===== src/rtl/mem_arb_pkg.sv =====
// mem_arbiter shared types: owner tags, priority encoding, line geometry.
// Round-robin arbitration is enabled with `define MEM_ARB_RR_EN.
package mem_arb_pkg;

  typedef enum logic [1:0] {
    OWN_NONE = 2'd0,
    OWN_IF   = 2'd1,
    OWN_D    = 2'd2
  } owner_e;

  typedef enum logic {
    PRI_D  = 1'b0,
    PRI_IF = 1'b1
  } prio_e;

  localparam int LINE_W_DEF  = 128;
  localparam int ADDR_W_DEF  = 32;
  localparam int DEPTH_W_DEF = 12;

  function automatic int mask_w(input int line_w);
    return line_w / 8;
  endfunction

  // Byte-offset bits below the line index inside a byte address.
  function automatic int line_off_w(input int line_w);
    return $clog2(line_w / 8);
  endfunction

  function automatic int idx_hi(input int line_w, input int depth_w);
    return line_off_w(line_w) + depth_w - 1;
  endfunction

endpackage


===== src/rtl/mem_arb_tagpipe.sv =====
// Latency-matched owner-tag shift register; kill scrubs fetch tags.
// Exit tag lines up with RAM read data RD_LAT cycles after the grant.
module mem_arb_tagpipe
  import mem_arb_pkg::*;
#(
  parameter int RD_LAT = 1
) (
  input  logic   CLK,
  input  logic   RST,
  input  owner_e push,
  input  logic   kill,
  output owner_e exit_tag
);

  owner_e stage [RD_LAT];

  function automatic owner_e scrub(input owner_e t, input logic k);
    return (k && t == OWN_IF) ? OWN_NONE : t;
  endfunction

  always_ff @(posedge CLK) begin
    if (RST) begin
      for (int i = 0; i < RD_LAT; i++) begin
        stage[i] <= OWN_NONE;
      end
    end else begin
      stage[0] <= scrub(push, kill);
      for (int i = 1; i < RD_LAT; i++) begin
        stage[i] <= scrub(stage[i-1], kill);
      end
    end
  end

  assign exit_tag = stage[RD_LAT-1];

endmodule


===== src/rtl/mem_arbiter.sv =====
// Two-port fetch/data arbiter over a single-port line RAM.
// `define MEM_ARB_RR_EN selects round-robin, else data port wins.
module mem_arbiter
  import mem_arb_pkg::*;
#(
  parameter int ADDR_W  = ADDR_W_DEF,
  parameter int LINE_W  = LINE_W_DEF,
  parameter int DEPTH_W = DEPTH_W_DEF,
  parameter int RD_LAT  = 1
) (
  input  logic                CLK,
  input  logic                RST,
  input  logic                if_req,
  input  logic [ADDR_W-1:0]   if_addr,
  output logic                if_gnt,
  input  logic                if_kill,
  output logic                if_rvalid,
  output logic [LINE_W-1:0]   if_rdata,
  input  logic                d_req,
  input  logic                d_we,
  input  logic [ADDR_W-1:0]   d_addr,
  input  logic [LINE_W-1:0]   d_wdata,
  input  logic [LINE_W/8-1:0] d_wmask,
  output logic                d_gnt,
  output logic                d_rvalid,
  output logic [LINE_W-1:0]   d_rdata,
  output logic                mem_en,
  output logic                mem_we,
  output logic [DEPTH_W-1:0]  mem_addr,
  output logic [LINE_W-1:0]   mem_wdata,
  output logic [LINE_W/8-1:0] mem_wmask,
  input  logic [LINE_W-1:0]   mem_rdata
);

  localparam int IDX_LO = line_off_w(LINE_W);
  localparam int IDX_HI = idx_hi(LINE_W, DEPTH_W);

  logic   req_if;
  logic   req_d;
  logic   gnt_if;
  logic   gnt_d;
  owner_e push_tag;
  owner_e exit_tag;

  assign req_if = if_req & ~RST;
  assign req_d  = d_req & ~RST;

`ifdef MEM_ARB_RR_EN
  prio_e prio;

  always_comb begin
    gnt_if = 1'b0;
    gnt_d  = 1'b0;
    if (req_if && req_d) begin
      gnt_d  = (prio == PRI_D);
      gnt_if = (prio == PRI_IF);
    end else begin
      gnt_d  = req_d;
      gnt_if = req_if;
    end
  end

  // Priority flips to the other port after every grant.
  always_ff @(posedge CLK) begin
    if (RST) begin
      prio <= PRI_D;
    end else if (gnt_d) begin
      prio <= PRI_IF;
    end else if (gnt_if) begin
      prio <= PRI_D;
    end
  end
`else
  assign gnt_d  = req_d;
  assign gnt_if = req_if & ~req_d;
`endif

  assign if_gnt = gnt_if;
  assign d_gnt  = gnt_d;

  always_comb begin
    mem_en    = 1'b0;
    mem_we    = 1'b0;
    mem_addr  = '0;
    mem_wdata = '0;
    mem_wmask = '0;
    if (gnt_d) begin
      mem_en    = 1'b1;
      mem_we    = d_we;
      mem_addr  = d_addr[IDX_HI:IDX_LO];
      mem_wdata = d_wdata;
      mem_wmask = d_wmask;
    end else if (gnt_if) begin
      mem_en   = 1'b1;
      mem_addr = if_addr[IDX_HI:IDX_LO];
    end
  end

  always_comb begin
    push_tag = OWN_NONE;
    if (gnt_d && !d_we) begin
      push_tag = OWN_D;
    end else if (gnt_if) begin
      push_tag = OWN_IF;
    end
  end

  mem_arb_tagpipe #(
    .RD_LAT (RD_LAT)
  ) u_tagpipe (
    .CLK      (CLK),
    .RST      (RST),
    .push     (push_tag),
    .kill     (if_kill),
    .exit_tag (exit_tag)
  );

  // A kill also hides the fetch response that exits in the same cycle.
  assign if_rvalid = (exit_tag == OWN_IF) & ~if_kill & ~RST;
  assign d_rvalid  = (exit_tag == OWN_D) & ~RST;
  assign if_rdata  = mem_rdata;
  assign d_rdata   = mem_rdata;

  logic unused_addr;
  assign unused_addr = ^{if_addr[IDX_LO-1:0], if_addr[ADDR_W-1:IDX_HI+1],
                         d_addr[IDX_LO-1:0], d_addr[ADDR_W-1:IDX_HI+1]};

endmodule


===== config.mk =====
export PLATFORM = sky130hd
export DESIGN_NAME = mem_arbiter
export DESIGN_NICKNAME = d
export VERILOG_FILES = /design/src/rtl/mem_arb_pkg.sv /design/src/rtl/mem_arb_tagpipe.sv /design/src/rtl/mem_arbiter.sv
export SDC_FILE = /design/constraint.sdc
export NUM_CORES = 1
export LEC_CHECK = 0
export CAP_MARGIN = 40
export CORE_AREA = 2 2 292 294
export DETAILED_ROUTE_END_ITERATION = 6
export DIE_AREA = 0 0 294 296
export PLACE_DENSITY = 0.3
export SLEW_MARGIN = 0
export SYNTH_ARGS = -nofsm -noshare
export SYNTH_HDL_FRONTEND = slang
export SYNTH_SLANG_ARGS = --single-unit

===== constraint.sdc =====
create_clock -name CLK -period 1.4 [get_ports CLK]
set_clock_uncertainty 0.05 [all_clocks]
set_input_delay 0.28 -clock CLK [delete_from_list [all_inputs] [get_ports CLK]]
set_output_delay 0.28 -clock CLK [all_outputs]
set_load 0.05 [all_outputs]

### Word-level counts from Yosys, hierarchy flattened

Memory sizes are Yosys's and may differ from the RTL's.
Cells that the tools add are included.

* equal/unequal tests: 3
* multiplexer cells: 15
* bitwise logic cells: 9
* reductions and logical operators: 4

Operators with widths (number)
* 2-to-1 mux 128 bit: 1
* 2-to-1 mux 12 bit: 2
* 2-to-1 mux 16 bit: 1
* 2-to-1 mux 1 bit: 8
* AND 1 bit: 6
* 2-to-1 mux 2 bit: 3
* equality test 2 x 1 -> 1 bit (second input constant): 2
* NOT 1 bit: 3
* equality test 2 bit (second input constant): 1
* logical AND 1 bit: 2
* OR reduction 2 bit: 1
* zero test 1 bit: 1

* bits in registers: 0
* RAM bits: 2
* input port bits: 342
* output and inout bits: 418
* logic and storage cells: 32
* memories: 1

Memories
* u_tagpipe.stage: words 1, bits a word 2, rd ports 1, clocked after Yosys merged registers in 0, wr ports 1, RTL line mem_arb_tagpipe.sv:15 `owner_e stage [RD_LAT];`

### Logic depth before layout (Yosys ltp)

* word-level depth: 10
* gate-level depth with buffers: 5
* depth with buffers taken out: 2

### Hierarchy

Synthesis repeated with hierarchy kept, for this count alone.

* cells, all modules: 447
* area total of the unflattened synthesis: 3487.1 um^2

By module, submodules not included
* mem_arbiter: times used 1, cells an instance 442, area each 3422.0 um^2, sequential area each 0.0 um^2
* mem_arb_tagpipe: times used 1, cells an instance 5, area each 65.1 um^2, sequential area each 40.0 um^2

### Worst setup path before layout

No wires, ideal clock.

* path kind: input-to-output
* start: in RST
* end: out if_rvalid
* arrival: 2.111 ns
* data required time: 1.070 ns
* slack: -1.041 ns
* stages: 2
* buffers on the path: 1
* cells stage by stage: buf_2 nor4b_1

* cells in the longest elaborated chain, start to end: 2

RTL lines
* from (decl): RTL line mem_arbiter.sv:12 `input logic RST,`
* NOT 1 bit: RTL line mem_arbiter.sv:119 `assign if_rvalid = (exit_tag == OWN_IF) & ~if_kill & ~RST;`
* AND 1 bit: RTL line mem_arbiter.sv:119
* to (decl): RTL line mem_arbiter.sv:17 `output logic if_rvalid,`

No other way between the ends.

### Worst setup path in the final report

* start: in d_req
* end: out mem_wmask[2]

* cells in the longest elaborated chain, start to end: 2

RTL lines
* from (decl): RTL line mem_arbiter.sv:19 `input logic d_req,`
* AND 1 bit: RTL line mem_arbiter.sv:46 `assign req_d = d_req & ~RST;`
* 2-to-1 mux 16 bit: RTL line mem_arbiter.sv:87 `if (gnt_d) begin`
* to (decl): RTL line mem_arbiter.sv:31 `output logic [LINE_W/8-1:0] mem_wmask,`

No other way between the ends.

==> metrics.cfg <==
[critical_path]
critPathLaunch = d_req
critPathMaxFanout = 12
critPathKind = primary input to output port
crit_path_start_kind = primary input
required_ns = 1.07
setup.worst_path.end_class = output port
worstPathArrival_ns = 1.29

[detailed_routing]
wire_per_inst_um = 11.4
drt-total-wl_mm = 18.9
via_per_inst = 1.93
drcViolationCount = 0
vias = 3204
firstDrtPassIters = 4
postRouteAntennaNets = 0
drtIter0Drc = 54

[finish]
nets = 918
area_growth_pct = 175
drive_gt1_frac = 0.669
largest_reg_flops = 2
fin_util = 0.105
reg_top3 = u_tagpipe.stage: 2 flops
diodes = 0
design_area_sq_um = 8860
largest_register = u_tagpipe.stage

[cts]
clockRootBuffer = clkbuf_16
cts.hold.buffers_added = 0
clk_pin_slew_ns = 0.03
cts_tree = built
htree_num_levels = 1
cts_made_buffers = 3
cts_buffer_depth = 2
clkSinkCount = 2

[power]
peakVddDrop_v = 0.000313
p_leak_nw = 3.24
p_per_area_nw_per_um2 = 368

[floorplan]
die_y_um = 296
die_w_um = 294
die_area_sq_um = 87000
rows = 107
boundaryPins = 760
coreArea_sq_um = 84200
start_util = 0.0383

[sta]
timing.slew.headroom = 0.821
drv_slew = 0
setup_viol = 159
worst_pin_slew_ns = 0.268
post-route-period-util = 1.16
rsz0062_at_grt = true
period_minus_slack_ns = 1.62
hold_violations = 0
hold_ws_ns = 0.425
max_clock_freq_mhz = 617
setup_ws_ns = -0.220

[yosys]
ys.flop_type = dfxtp_1
ys_seq_area_frac = 0.0124
synthArstFlopShare = 0
ys_ff_latch = 2
syn_nets = 811
synth_cell_type_count = 17
yosys_warnings = 0
netlist_instances = 469
syn_avg_cell_area_sq_um = 6.87
synth_edf_count = 0
syn-cell-area_sq_um = 3220

[min_path]
hold_depth = 3
hold_end = u_tagpipe.stage[0][0]
min_from = RST
min_path_type = primary input to flop

[placement]
dp_hpwl_mm = 14.9
io_buffers = 335
place.gp.congestion = 0.652
place_area_sq_um = 8220

[grt]
grt.overflow.total = 0
grt_usage = 0.0366
grt_start_max_net_pins = 35
antenna_found_initial = 0
grt_pass1_vias = 3483
grt_pass1_wl_mm = 23.8

[status]
violations = setup timing
status = complete, but fails checks

[flow_run]
cap_violations = 0

-- power breakdown --
| part | internal (W) | leakage, nW | switching, W | total (W) |
|---|---|---|---|---|
| sequential | 0.0000599 | 0.0172 | 0.00000194 | 0.0000618 |
| combinational | 0.00155 | 3.18 | 0.00123 | 0.00277 |
| clock | 0.000363 | 0.0370 | 0.0000612 | 0.000424 |
-- cell usage in the layout (no fill, tap or decap) --
master	n
nand2_1	6
nand3b_1	12
dfxtp_2	2
clkbuf_4	1
clkdlybuf4s50_1	149
clkdlybuf4s15_1	1
buf_12	170
nor4b_4	1
buf_16	7
nor2_4	2
a21oi_2	4
dlygate4sd2_1	20
nor2b_1	1
buf_6	5
nor3b_4	1
a21oi_4	8
nand2b_4	1
nor2b_4	1
clkbuf_16	8
buf_4	13
and2_4	145
buf_8	8
nor3_1	1
nand2_2	6
nor2_2	1
-- worst max-delay path, cell delays in order --
cell	delay, ns
buf_12	0.08
nor2b_4	0.17
buf_6	0.14
buf_16	0.16
buf_12	0.15
and2_4	0.16
buf_12	0.13
-- what timing repair did --
action,4_1_cts,5_1_grt
pin swaps,54,16
endpoints found under the setup margin,164,161
cloned,6,8
buffers inserted,7,8
resized for setup,72,26
-- cells by family (layout without fill, tap and decap cells) --
kind of cell / after synthesis / in the layout / synth area share
AOI/OAI and AO/OA: 12 / 12 / 0.0186
buffers and inverters: 277 / 382 / 0.629
DFF: 2 / 2 / 0.0124
and+or+nand+nor: 178 / 178 / 0.340
-- metal layers --
metal / share of wire / track usage / up-vias
li1: - / - / 1377
met1: 0.34 / 0.0372 / 1342
met2: 0.44 / 0.0511 / 466
met3: 0.21 / 0.0396 / 17
met4: 0.0086 / 0.00485 / 2
met5: 0.0046 / 0.00887 / -
-- synthesized netlist by cell type, types with 2 or more instances --
master / number / area share
and2_1: 145 / 0.28
nand2_1: 12 / 0.014
a21oi_1: 12 / 0.019
clkbuf_2: 11 / 0.017
nand3b_1: 12 / 0.028
buf_2: 4 / 0.0062
dfxtp_1: 2 / 0.012
buf_4: 258 / 0.60
nor2_1: 3 / 0.0035
clkbuf_1: 3 / 0.0035
-- through the flow --
step / setup WS (ns) / instances / setup TNS, ns / total power (W)
after floorplan: -0.243 / 469 / -1.51 / 0.00316
after global routing: -0.277 / 1664 / -36.72 / 0.00339
after CTS: -0.262 / 1651 / -33.02 / 0.00323
after detailed placement: -0.714 / 1635 / -107.62 / 0.00266
final: -0.220 / 1664 / -27.99 / 0.00326
after global placement: -0.704 / 1635 / -107.15 / 0.00267
-- how the worst max path moves through the flow --
stage / slack [ns] / depth (start not counted) / endpoint
global route: -0.28 / 7 / mem_wmask[2]
global placement: -0.70 / 6 / mem_wmask[2]
floorplan: -0.24 / 3 / mem_addr[11]
detailed placement: -0.71 / 6 / mem_wmask[2]
CTS: -0.26 / 7 / mem_wdata[125]
finish: -0.22 / 7 / mem_wmask[2]
-- final cells by class --
type / count / area, sq um
tap: 1090 / 1360
timing repair buffer: 379 / 5680
clock buffer: 3 / 75.1
fill: 9619 / 75400
multi-input combinational: 190 / 1700
sequential: 2 / 42.5
Note: power is estimated with default switching activity, not from simulation.
